<file path="config.mk">
export PLATFORM = sky130hd
export DESIGN_NAME = fir_stream_adapter
export DESIGN_NICKNAME = d
export VERILOG_FILES = /design/src/rtl/fir_pkg.sv /design/src/rtl/fir_adapter_fifo.sv /design/src/rtl/fir_stream_adapter.sv
export SDC_FILE = /design/constraint.sdc
export NUM_CORES = 1
export LEC_CHECK = 0
export ABC_AREA = 0
export BUFFER_PORTS_ARGS = -buffer_cell sky130_fd_sc_hd__buf_2
export CELL_PAD_IN_SITES_DETAIL_PLACEMENT = 2
export CELL_PAD_IN_SITES_GLOBAL_PLACEMENT = 2
export CORE_MARGIN = 2
export CORE_UTILIZATION = 43
export CTS_CLUSTER_SIZE = 28
export DETAILED_ROUTE_END_ITERATION = 7
export GPL_ROUTABILITY_DRIVEN = 0
export PLACE_DENSITY_LB_ADDON = 0.05
export SETUP_SLACK_MARGIN = 0.15
export SLEW_MARGIN = 10
export SYNTH_ARGS = -nofsm -noshare
export SYNTH_HDL_FRONTEND = slang
export SYNTH_HIERARCHICAL = 1
export SYNTH_SLANG_ARGS = --single-unit
</file>
<file path="constraint.sdc">
create_clock -name ck -period 4.15 [get_ports ck]
set_input_delay 0.415 -clock ck [delete_from_list [all_inputs] [get_ports ck]]
set_output_delay 0.415 -clock ck [all_outputs]
set_load 0.03 [all_outputs]
</file>
<file path="src/rtl/fir_pkg.sv">
// Shared types for the FIR stream adapter.
// Default sample width, sample type and adapter FSM states.
package fir_pkg;

    localparam int N_DEFAULT = 20;

    typedef logic signed [N_DEFAULT-1:0] sample_t;

    typedef enum logic [1:0] {
        IDLE,
        ISSUE,
        WAIT,
        CAPTURE
    } adapter_state_t;

endpackage

</file>
<file path="src/rtl/fir_adapter_fifo.sv">
// Output FIFO for the FIR adapter: circular buffer, first-word-fall-through.
// Pointers wrap at FIFO_DEPTH, so non-power-of-two depths work.
module fir_adapter_fifo
    import fir_pkg::*;
#(
    parameter int N          = N_DEFAULT,
    parameter int FIFO_DEPTH = 4
) (
    input  logic                           ck,
    input  logic                           rst,
    input  logic                           push,
    input  logic [N-1:0]                   push_data,
    input  logic                           pop,
    output logic [N-1:0]                   pop_data,
    output logic [$clog2(FIFO_DEPTH+1)-1:0] count,
    output logic                           full,
    output logic                           empty
);

    localparam int PW = $clog2(FIFO_DEPTH);
    localparam int CW = $clog2(FIFO_DEPTH + 1);
    localparam logic [PW-1:0] LAST = PW'(FIFO_DEPTH - 1);

    logic [N-1:0]  mem [FIFO_DEPTH];
    logic [PW-1:0] wr_ptr;
    logic [PW-1:0] rd_ptr;
    logic          do_pop;

    assign empty    = (count == '0);
    assign full     = (count == CW'(FIFO_DEPTH));
    assign do_pop   = pop && !empty;
    assign pop_data = empty ? '0 : mem[rd_ptr];

    // Storage array; contents are don't-care while empty.
    always_ff @(posedge ck) begin
        if (push) begin
            mem[wr_ptr] <= push_data;
        end
    end

    // Pointer and occupancy bookkeeping, flushed by reset.
    always_ff @(posedge ck or posedge rst) begin
        if (rst) begin
            wr_ptr <= '0;
            rd_ptr <= '0;
            count  <= '0;
        end else begin
            if (push) begin
                wr_ptr <= (wr_ptr == LAST) ? '0 : wr_ptr + 1'b1;
            end
            if (do_pop) begin
                rd_ptr <= (rd_ptr == LAST) ? '0 : rd_ptr + 1'b1;
            end
            case ({push, do_pop})
                2'b10:   count <= count + 1'b1;
                2'b01:   count <= count - 1'b1;
                default: count <= count;
            endcase
        end
    end

endmodule

</file>
<file path="src/rtl/fir_stream_adapter.sv">
// Stream adapter around the multi-cycle FIR: one sample in flight, results queued.
// Optional WAIT watchdog enabled by defining FIR_ADAPTER_TIMEOUT_EN.
module fir_stream_adapter
    import fir_pkg::*;
#(
    parameter int N          = N_DEFAULT,
    parameter int FIFO_DEPTH = 4,
    parameter int TIMEOUT    = 64
) (
    input  logic         ck,
    input  logic         rst,
    input  logic [N-1:0] s_data,
    input  logic         s_valid,
    output logic         s_ready,
    output logic [N-1:0] f_in,
    output logic         f_input_ready,
    input  logic [N-1:0] f_out,
    input  logic         f_output_ready,
    output logic [N-1:0] m_data,
    output logic         m_valid,
    input  logic         m_ready,
    output logic         busy,
    output logic         timeout
);

    localparam int CW = $clog2(FIFO_DEPTH + 1);

    adapter_state_t state;
    adapter_state_t state_nxt;
    logic [N-1:0]   hold;
    logic           accept;
    logic           wd_expire;
    logic           fifo_full;
    logic           fifo_empty;
    logic [CW-1:0]  fifo_count;

    // Only CAPTURE pushes, so checking space before accepting guarantees room.
    assign s_ready       = !rst && (state == IDLE) && !fifo_full;
    assign accept        = s_valid && s_ready;
    assign f_in          = hold;
    assign f_input_ready = (state == ISSUE);
    assign busy          = (state != IDLE);
    assign m_valid       = !fifo_empty;

`ifdef FIR_ADAPTER_TIMEOUT_EN
    localparam int TW = $clog2(TIMEOUT + 1);

    logic [TW-1:0] wd_cnt;
    logic          timeout_q;

    assign wd_expire = (state == WAIT) && !f_output_ready
                       && (wd_cnt == TW'(TIMEOUT - 1));
    assign timeout   = timeout_q;

    // Watchdog: counts WAIT cycles from zero, flag sticks until reset.
    always_ff @(posedge ck or posedge rst) begin
        if (rst) begin
            wd_cnt    <= '0;
            timeout_q <= 1'b0;
        end else begin
            if (state == ISSUE) begin
                wd_cnt <= '0;
            end else if (state == WAIT) begin
                wd_cnt <= wd_cnt + 1'b1;
            end
            if (wd_expire) begin
                timeout_q <= 1'b1;
            end
        end
    end

    logic unused_cfg;
    assign unused_cfg = ^fifo_count;
`else
    assign wd_expire = 1'b0;
    assign timeout   = 1'b0;

    logic unused_cfg;
    assign unused_cfg = ^{fifo_count, TIMEOUT > 0};
`endif

    // State register.
    always_ff @(posedge ck or posedge rst) begin
        if (rst) begin
            state <= IDLE;
        end else begin
            state <= state_nxt;
        end
    end

    // Hold register keeps the sample stable for the filter.
    always_ff @(posedge ck or posedge rst) begin
        if (rst) begin
            hold <= '0;
        end else if (accept) begin
            hold <= s_data;
        end
    end

    // Next-state logic; stray completion strobes outside WAIT are ignored.
    always_comb begin
        state_nxt = state;
        case (state)
            IDLE: begin
                if (accept) begin
                    state_nxt = ISSUE;
                end
            end
            ISSUE: begin
                state_nxt = WAIT;
            end
            WAIT: begin
                if (f_output_ready) begin
                    state_nxt = CAPTURE;
                end else if (wd_expire) begin
                    state_nxt = IDLE;
                end
            end
            CAPTURE: begin
                state_nxt = IDLE;
            end
            default: begin
                state_nxt = IDLE;
            end
        endcase
    end

    fir_adapter_fifo #(
        .N          (N),
        .FIFO_DEPTH (FIFO_DEPTH)
    ) u_fifo (
        .ck        (ck),
        .rst       (rst),
        .push      (state == CAPTURE),
        .push_data (f_out),
        .pop       (m_ready),
        .pop_data  (m_data),
        .count     (fifo_count),
        .full      (fifo_full),
        .empty     (fifo_empty)
    );

endmodule

</file>
==> results of run 1 <==
cells in the mapped netlist (2+ instances only):
cell type   n
dfrtp_1    29
inv_1      13
o21ai_0     3
nor2_1      2
buf_12      2
buf_6       2
mux2_2      3
clkbuf_1    3
mux4_2     20
mux2_4     20
xor2_1      2
edfxtp_1   80
nor2b_1    21
ha_1       10
and2_1      4
state kept, by name (all words and copies together) (netlist names):
name / count
u_fifo/mem: 80
u_fifo/rd_ptr: 2
u_fifo/wr_ptr: 2
u_fifo/count: 3
f_in: 20
state: 2
worst max-delay path: stages (launching register included):
cell and delay (ns):
dfrtp_1 0.52, buf_4 0.41, mux4_2 0.56, nor2b_1 0.15, buf_2 0.19
routing by layer:
| metal | wire (um) | up-vias |
|---|---|---|
| li1 | - | 1034 |
| met1 | 3630 | 1177 |
| met2 | 4649 | 73 |
| met3 | 439 | 9 |
| met4 | 85 | 2 |
| met5 | 16 | - |
final timing paths:
path | from | to | slack (ns)
worst max-delay path | u_fifo/rd_ptr[0] | m_data[0] | 1.54
worst min-delay path | rst | u_fifo/rd_ptr[1] | 0.03
worst max register to register | u_fifo/count[0] | u_fifo/count[2] | 1.89
worst min register to register | f_in[14] | f_in[14] | 0.51
max in group asynchronous | rst | f_in[13] | 3.38
min in group ck | f_out[17] | u_fifo/mem[3][17] | 0.26
cells in the final DEF (no fill, tap or decap):
cell and n:
inv_1 13, mux2_2 3, fa_1 1, and3_1 1, buf_2 88, clkinv_4 1, conb_1 1, clkbuf_8 9
inv_6 4, edfxtp_1 80, dfrtp_1 29, xor2_1 2, xnor2_1 1, mux2_4 20, nor3_4 1, buf_4 3
clkinv_2 1, bufinv_16 1, mux4_2 20, o21ai_0 3, o22a_1 1, nor2_1 2, and2_4 1, mux2i_1 1
or3_1 1, nor3b_4 1, nand2_1 1, ha_1 10, and2_1 4, nor2b_1 21, o221a_2 1
cell families (layout without fill, tap and decap cells):
group	count (synthesis)	in the layout	synth area share, %
compound gates	5	5	0.7810
xor+xnor	3	3	0.5859
fa+ha+maj	11	11	3.236
buf+inv	22	120	3.013
flops	109	109	69.74
mux	44	44	17.71
other cells	1	1	0.08360
simple gates	33	33	4.854
power by group:
part | internal (mW) | switching (mW) | total, mW
logic | 0.732 | 1.04 | 1.77
registers | 1.44 | 0.184 | 1.62
clock network | 0.288 | 0.357 | 0.645
total | 2.46 | 1.58 | 4.04
final cells by class:
| cell class | instances | share of cell area (%) |
|---|---|---|
| Inverter | 13 | 0.9310 |
| Clock inverter | 7 | 1.504 |
| Timing Repair Buffer | 91 | 8.833 |
| Sequential cell | 109 | 59.68 |
| Tap cell | 136 | 3.247 |
| Clock buffer | 9 | 2.363 |
| Multi-Input combinational cell | 97 | 23.44 |
==> results.tsv, run 1 <==
metric	value	unit
Rel. slew slack	21.28	%
Core Footprint	10230	um2
clock skew	0.01225	ns
htree depth	3	
drt initial violations	42	
DRT Pass-1 Iters	4	
total negative slack	0	ns
Placement Setup Slack	1.872	ns
area of the multi-input gates	1229	um2
fin area	5241	um2
cells after synthesis	228	
first-pass GRT wire length	14.31	mm
clock buffer depth	2	
initial antenna violation count	1	
wire per inst	19.09	um
Post-synth EDFFs	80	
CTS buffer count	9	
RSZ-0062 raised after global routing	false	
sequential area share after synthesis	69.74	%
# IOs	90	
overall power	4.037	mW
Max Cap Viol	0	
DR DRC count	0	
Util after Layout	51.23	%
Synth Register Bits	109	
Final #Nets	377	
Worst Path Max Fanout	17	
clk sinks	109	
slew at the pin closest to its max-slew limit	1.181	ns
syn avg cell area	19.67	um2
Yosys top cell by area	edfxtp_1	
Yosys top cell area share	53.56	%
WP data arrival	2.20	ns
Reg clk slew, reported paths	0.10	ns
Final Slew Violations	0	
Fin. Hold Viols	0	
synthesized cell area	4486	um2
hpwl dp	6.142	mm
# Post-CTS Setup Buffers	0	
Fin Hold WS	0.03454	ns
register area	3128	um2
fraction of layout cells with a size suffix above 1	47.24	%
initial core utilization	43.84	%
Main synth FF type	edfxtp_1	
All-Layer GR Usage	17.03	%
P_leak	2.083	nW
status	complete, no violations	
met1 Use GR	20.62	%
pwr dens	770.2	nW/um2
vias in the first global route	2655	
Root Driver	clkbuf_8	
Final WS setup	1.537	ns
Worst Setup Path Type	flip-flop to primary output	
Finish-stage setup viols	0	
Die H	106.1	um
synth top area cells	edfxtp_1 (54%), dfrtp_1 (16%), mux4_2 (10%)	
Die Span X	106.1	um
GRT Residual Overflow	0	
post-route ant nets	0	
final WL	8.821	mm
Post-synth ARST share	26.61	%
HP Class	primary input to asynchronous set/reset pin	
total die area	11260	um2
Vias/cell	4.968	
FMAX	382.7	MHz
busiest grt layer	met2	
Max VDD drop	0.0003589	V
Clk Latency, worst-skew pair	0.36	ns
PortBufs	88	
CP Data Required Time	3.73	ns
M3 GR Usage	4.108	%
DR vias	2295	
Mapped Nets	284	
fin crit period	2.613	ns
Worst Reg-to-Reg Cells	9	
synthesis-to-finish area growth	16.85	%
Tcrit/Tclk final	62.97	%
n_diodes	0	
largest net degree at the start of global routing	23	
GRT met2 Usage	30.49	%
CTS tree	done	
CP endpoint kind	primary output	
startpoint types	flip-flop	
# hold bufs at CTS	0	
post-synth cell types	29	
Post-CTS Resized	0	
num rows	37	
Layout fillers	968	
fin cells	462	
dpl cell area	5039	um2
placed cell count	446	
Yosys Warn Count	6	
(Power assumes the default switching activity.)
==> inputs of run 2 (changes only) <==
Settings changed: ABC_AREA 0 to 1, CORE_UTILIZATION 43 to 35.
Clock period 4.15 ns to 2.5 ns, I/O delays scaled along.
==> results.tsv, run 2 <==
metric	value	unit	change
status	complete, no violations		
overall power	7.195	mW	+78%
PortBufs	88		unchanged
vias in the first global route	4059		+53%
syn avg cell area	10.03	um2	-49%
FMAX	481.8	MHz	
CP endpoint kind	primary output		
num rows	43		+16%
end of the worst hold path	u_fifo/mem[3][0]		
Worst Path Max Fanout	40		+23
Post-synth ARST share	26.61	%	unchanged
max FFs per register	80		unchanged
Worst Setup Path Type	flip-flop to primary output		
WP data arrival	1.83	ns	-0.37 ns
hold path startpoint	f_out[0]		
hpwl dp	8.448	mm	+38%
DR vias	3557		+55%
clock buffer depth	2		unchanged
total die area	14910	um2	+32%
All-Layer GR Usage	18.35	%	+1.3 points
Yosys Warn Count	6		unchanged
largest family of logic cells by synthesized area	simple AND/OR/NAND/NOR gates		
adder-cell share of the synthesized area	2.973	%	-0.26 points
Clk Latency, worst-skew pair	0.34	ns	-0.02 ns
initial core utilization	35.45	%	-8.4 points
drt initial violations	142		+240%
Die Span X	122.1	um	+15%
fin crit period	2.076	ns	
Main synth FF type	edfxtp_1		
post-route ant nets	0		unchanged
wire per inst	16.82	um	-12%
cells after synthesis	487		+110%
mux share of post-synthesis cell area	0	%	-18 points
GRT Residual Overflow	0		unchanged
total negative slack	0	ns	unchanged
CP Data Required Time	2.25	ns	-1.48 ns
clk sinks	109		unchanged
synthesis-to-finish area growth	17.30	%	
HP Class	primary input to flip-flop		
Core Footprint	13770	um2	+35%
P_leak	2.816	nW	+35%
DR DRC count	0		unchanged
Die H	122.1	um	+15%
Post-Synth Simple-Gate Area	18.53	%	+14 points
synthesized cell area	4882	um2	+8.8%
Final Slew Violations	0		unchanged
top-count cell post-synth	nand2_1		
# IOs	90		unchanged
Worst Reg-to-Reg Cells	9		unchanged
final WL	12.77	mm	+45%
Max VDD drop	0.0004077	V	+14%
Finish-stage setup viols	0		unchanged
Top reg by flops	u_fifo/mem		
n_diodes	0		unchanged
# Post-CTS Setup Buffers	0		unchanged
CTS tree	done		
Yosys top cell by area	edfxtp_1		
fraction of layout cells with a size suffix above 1	20.38	%	-27 points
compound-cell area share of the yosys netlist	2.563	%	+1.8 points
Mapped Nets	543		+91%
Reg2Reg Setup Slack	0.62	ns	-1.27 ns
CTS buffer count	9		unchanged
Post-synth top cells	nand2_1 (142), inv_1 (100), edfxtp_1 (80)		
post-synth cell types	25		-14%
largest net degree at the start of global routing	41		+78%
Synth Register Bits	109		unchanged
Root Driver	clkbuf_16		
Yosys top cell area share	49.21	%	-4.4 points
initial antenna violation count	0		-1
R2R Path Start	state[0]		
first-pass GRT wire length	20.56	mm	+44%
pwr dens	1256	nW/um2	+63%
commonest cells after routing, fill and taps aside	nand2_1 (142), inv_1 (100), buf_2 (88)		
Final #Nets	630		+67%
RSZ-0062 raised after global routing	false		
DRT Pass-1 Iters	4		unchanged
htree depth	3		unchanged
Fin. Hold Viols	0		unchanged
Max Cap Viol	0		unchanged
Reg clk slew, reported paths	0.07	ns	-0.03 ns
synth top area cells	edfxtp_1 (49%), dfrtp_1 (15%), nand2_1 (11%)		
startpoint types	flip-flop		
xor-xnor portion of the synthesized cell area	0.1794	%	-0.41 points
clock skew	0.009712	ns	-0.002539 ns
worst r2r dst	u_fifo/count[2]		
Post-synth EDFFs	80		unchanged
WHS Path Cells	1		
Vias/cell	4.686		-5.7%
most common cell after layout, fill and taps aside	nand2_1		
sequential area share after synthesis	64.07	%	-5.7 points
Tcrit/Tclk final	83.03	%	
## run 2: changes by cell type after synthesis, moves of 3 or more
| cell | change |
|---|---|
| a21oi_1 | +21 |
| and2_1 | -4 |
| buf_2 | +9 |
| buf_6 | +5 |
| inv_1 | +87 |
| inv_2 | +4 |
| mux2_2 | -3 |
| mux2_4 | -20 |
| mux4_2 | -20 |
| nand2_1 | +141 |
| nand3_1 | +63 |
| nor2b_1 | -21 |
## run 2: cell type report
class                      count  area (um2)
tap                          180       225.2
fill                        1540        8046
sequential                   109        3128
clock inverter                 3       13.76
timing repair buffer          99       525.5
inverter                     105       396.6
clock buffer                  13       250.2
multi-input combinational    250        1187
## run 2: repair_timing
item | 4_1_cts | 5_1_grt
resized for setup | 0 | 0
endpoints found under the hold margin | 7 | 0
hold buffers | 1 | 0
## run 2: layer usage
metal	vias up	GRT usage, %	routed length [um]
li1	1698	-	-
met1	1780	20.59	5251
met2	69	33.87	6757
met3	10	4.916	618
met4	0	5.532	137
met5	-	0	0
## run 2: metrics by stage
step           instance area [um2]  hold WS [ns]  util, %  setup slack, ns  std cells
6_report                      5727        0.1176    41.58           0.4243        759
5_1_grt                       5727        0.1072    41.58           0.3070        759
4_1_cts                       5727        0.1034    41.58           0.3940        759
3_5_place_dp                  5453        0.2527    39.59           0.6345        742
3_3_place_gp                  5453        0.2589    39.59           0.7180        742
2_1_floorplan                 4882       0.05340        -           0.7568        487
## run 2: report_power, final
group          switching [mW]  internal [mW]  leakage, nW  total, mW
clock network           0.606          0.698        0.131       1.30
registers               0.182           2.36         1.08       2.54
logic                    2.44          0.915         1.60       3.35
## run 2: critical path, stage by stage (launching register included)
cell	delay (ns)
dfrtp_1	0.35
buf_4	0.21
inv_4	0.20
nand2_1	0.11
nand3_1	0.06
a21oi_1	0.28
buf_2	0.26
## run 2: cell families after synthesis
logic type	Yosys count
and+or+nand+nor	212
buffers and inverters	128
DFF	109
AOI/OAI and AO/OA	25
adders and majority gates	11
xor gates and xnor gates	1
other	1
## run 2: worst max path at each step
stage	cells past startpoint	endpoint	startpoint	slack [ns]
global route	6	m_data[6]	u_fifo/rd_ptr[0]	0.31
detailed placement	9	u_fifo/count[2]	state[0]	0.63
finish	6	m_data[19]	u_fifo/rd_ptr[0]	0.42
floorplan	10	u_fifo/count[2]	state[0]	0.76
CTS	6	m_data[19]	u_fifo/rd_ptr[0]	0.39
global placement	9	u_fifo/count[2]	state[0]	0.72
==> inputs of run 3 (changes only) <==
Settings changed: CORE_UTILIZATION 35 to 31.
Clock period 2.5 ns to 1.85 ns, I/O delays scaled along.
==> results.tsv, run 3 (synthesis results as in run 2) <==
metric	value	unit	change
CP cell instances	buf_12 > nand2_1 > nand3_1 > a21oi_2 > buf_6		
total die area	16770	um2	+12%
switching share of power	42.46	%	-2.3 points
vias in the first global route	4001		-1.4%
Core Footprint	15310	um2	+11%
fin cells	816		+7.5%
Vias/cell	4.387		-6.4%
dpl cell area	5612	um2	+2.9%
startpoint types	flip-flop		
GRT Residual Overflow	0		unchanged
clock power share	18.3	%	+0.2 points
# IOs	90		unchanged
Root Driver	clkbuf_16		
clock skew	0.006516	ns	-0.003196 ns
DR vias	3580		+0.65%
PortBufs	88		unchanged
wire per inst	15.31	um	-9.0%
CP bufs+invs	2		-1
RSZ-0062 raised after global routing	true		
CTS buffer count	9		unchanged
Comb pwr share	49.9	%	+3.3 points
commonest cells after routing, fill and taps aside	nand2_1 (139), inv_1 (92), edfxtp_1 (80)		
All-Layer GR Usage	16.05	%	-2.3 points
CP endpoint kind	primary output		
Final Slew Violations	0		unchanged
largest net degree at the start of global routing	41		unchanged
fin area	6243	um2	+9.0%
hpwl dp	8.451	mm	about the same
CP top delay family	flip-flops		
WP data arrival	1.56	ns	-0.27 ns
initial core utilization	31.88	%	-3.6 points
HP Class	primary input to flip-flop		
fin crit period	1.745	ns	
register area	3129	um2	about the same
fraction of layout cells with a size suffix above 1	28.26	%	+7.9 points
first-pass GRT wire length	20.13	mm	-2.1%
CP Data Required Time	1.66	ns	-0.59 ns
CTS tree	done		
Util after Layout	40.77	%	-0.81 points
synthesis-to-finish area growth	27.88	%	
total negative slack	0	ns	unchanged
Layout fillers	1676		+8.8%
Final #Nets	656		+4.1%
P_leak	3.005	nW	+6.7%
htree depth	3		unchanged
Tcrit/Tclk final	94.34	%	
Placement Setup Slack	0.01812	ns	-0.6164 ns
Critical Path Max Stage Delay	0.46	ns	+0.11 ns
status	complete, no violations		
n_diodes	0		unchanged
Worst Setup Path Type	flip-flop to primary output		
Worst Path Max Fanout	36		-10%
clk sinks	109		unchanged
most common cell after layout, fill and taps aside	nand2_1		
Worst path slowest cell	dfrtp_2		
DRT Pass-1 Iters	4		unchanged
power share of the sequential group	31.8	%	-3.5 points
num rows	45		+4.7%
max FFs per register	80		unchanged
pwr dens	1738	nW/um2	+38%
post-route ant nets	0		unchanged
Top reg by flops	u_fifo/mem		
placed cell count	782		+5.4%
Finish-stage setup viols	0		unchanged
Fin. Hold Viols	0		unchanged
Final WS setup	0.1046	ns	-0.3197 ns
Reg clk slew, reported paths	0.07	ns	about the same
Psw	4.608	mW	+43%
DR DRC count	0		unchanged
final WL	12.49	mm	-2.2%
initial antenna violation count	1		+1
clock buffer depth	2		unchanged
Clk Latency, worst-skew pair	0.35	ns	about the same
Die H	129.5	um	+6.1%
area of the multi-input gates	1275	um2	+7.4%
Power Internal	6.243	mW	+57%
FMAX	572.9	MHz	
drt initial violations	92		-35%
Max VDD drop	0.0005671	V	+39%
Die Span X	129.5	um	+6.1%
Max Cap Viol	0		unchanged
[run 3: cell types whose count changed in the layout (fill, tap and decap cells not counted), sizes merged]
cell	previous run	this run
buf	98	124
clkinv	3	2
clkinvlp	0	1
[run 3: layout make-up]
class | count | area share, %
well taps | 211 | 4.228
clock buffers | 13 | 4.689
flip-flops and latches | 109 | 50.12
repair buffers | 125 | 13.57
multi-input cells | 250 | 20.42
inverters | 105 | 6.633
clock inverters | 3 | 0.3407
[run 3: metal layers]
| metal | vias up | GRT usage (%) | routed length (um) |
|---|---|---|---|
| met4 | 0 | 7.211 | 210 |
| met5 | - | 0 | 0 |
| met1 | 1759 | 18.44 | 5220 |
| met2 | 65 | 28.85 | 6524 |
| li1 | 1744 | - | - |
| met3 | 12 | 3.262 | 535 |
[run 3: repair_timing]
action                     4_1_cts  5_1_grt
setup endpoints to repair       23       23
hold buffers                     1        0
hold endpoints to repair        29        0
buffers inserted                11        6
pin swaps                        7        9
gates resized for setup         45       19
[run 3: power groups by stage]
stage,clock (mW),sequential (mW),combinational [mW]
floorplan,0,3.84,2.92
global placement,0,3.45,4.64
detailed placement,0,3.49,4.74
CTS,2.04,3.46,5.31
global route,2.14,3.52,5.95
finish,1.98,3.46,5.41
[run 3: worst paths after layout]
path                             startpoint  slack (ns)  cells past startpoint                 to
min in group asynchronous               rst        0.37                      3    u_fifo/count[2]
setup / recovery           u_fifo/rd_ptr[0]        0.10                      5         m_data[19]
hold reg to reg                    f_in[14]        0.48                      2           f_in[14]
max in group asynchronous               rst        1.12                      4           f_in[11]
setup reg to reg                   state[1]        0.21                     10    u_fifo/count[2]
hold / removal                    f_out[17]        0.04                      1  u_fifo/mem[3][17]
[run 3: stage by stage]
stage               total power, mW  hold slack (ns)
floorplan                     6.759         -0.01160
global placement              8.093           0.1799
detailed placement            8.232           0.1796
CTS                           10.81          0.02789
global route                  11.62          0.03532
finish                        10.85          0.04300
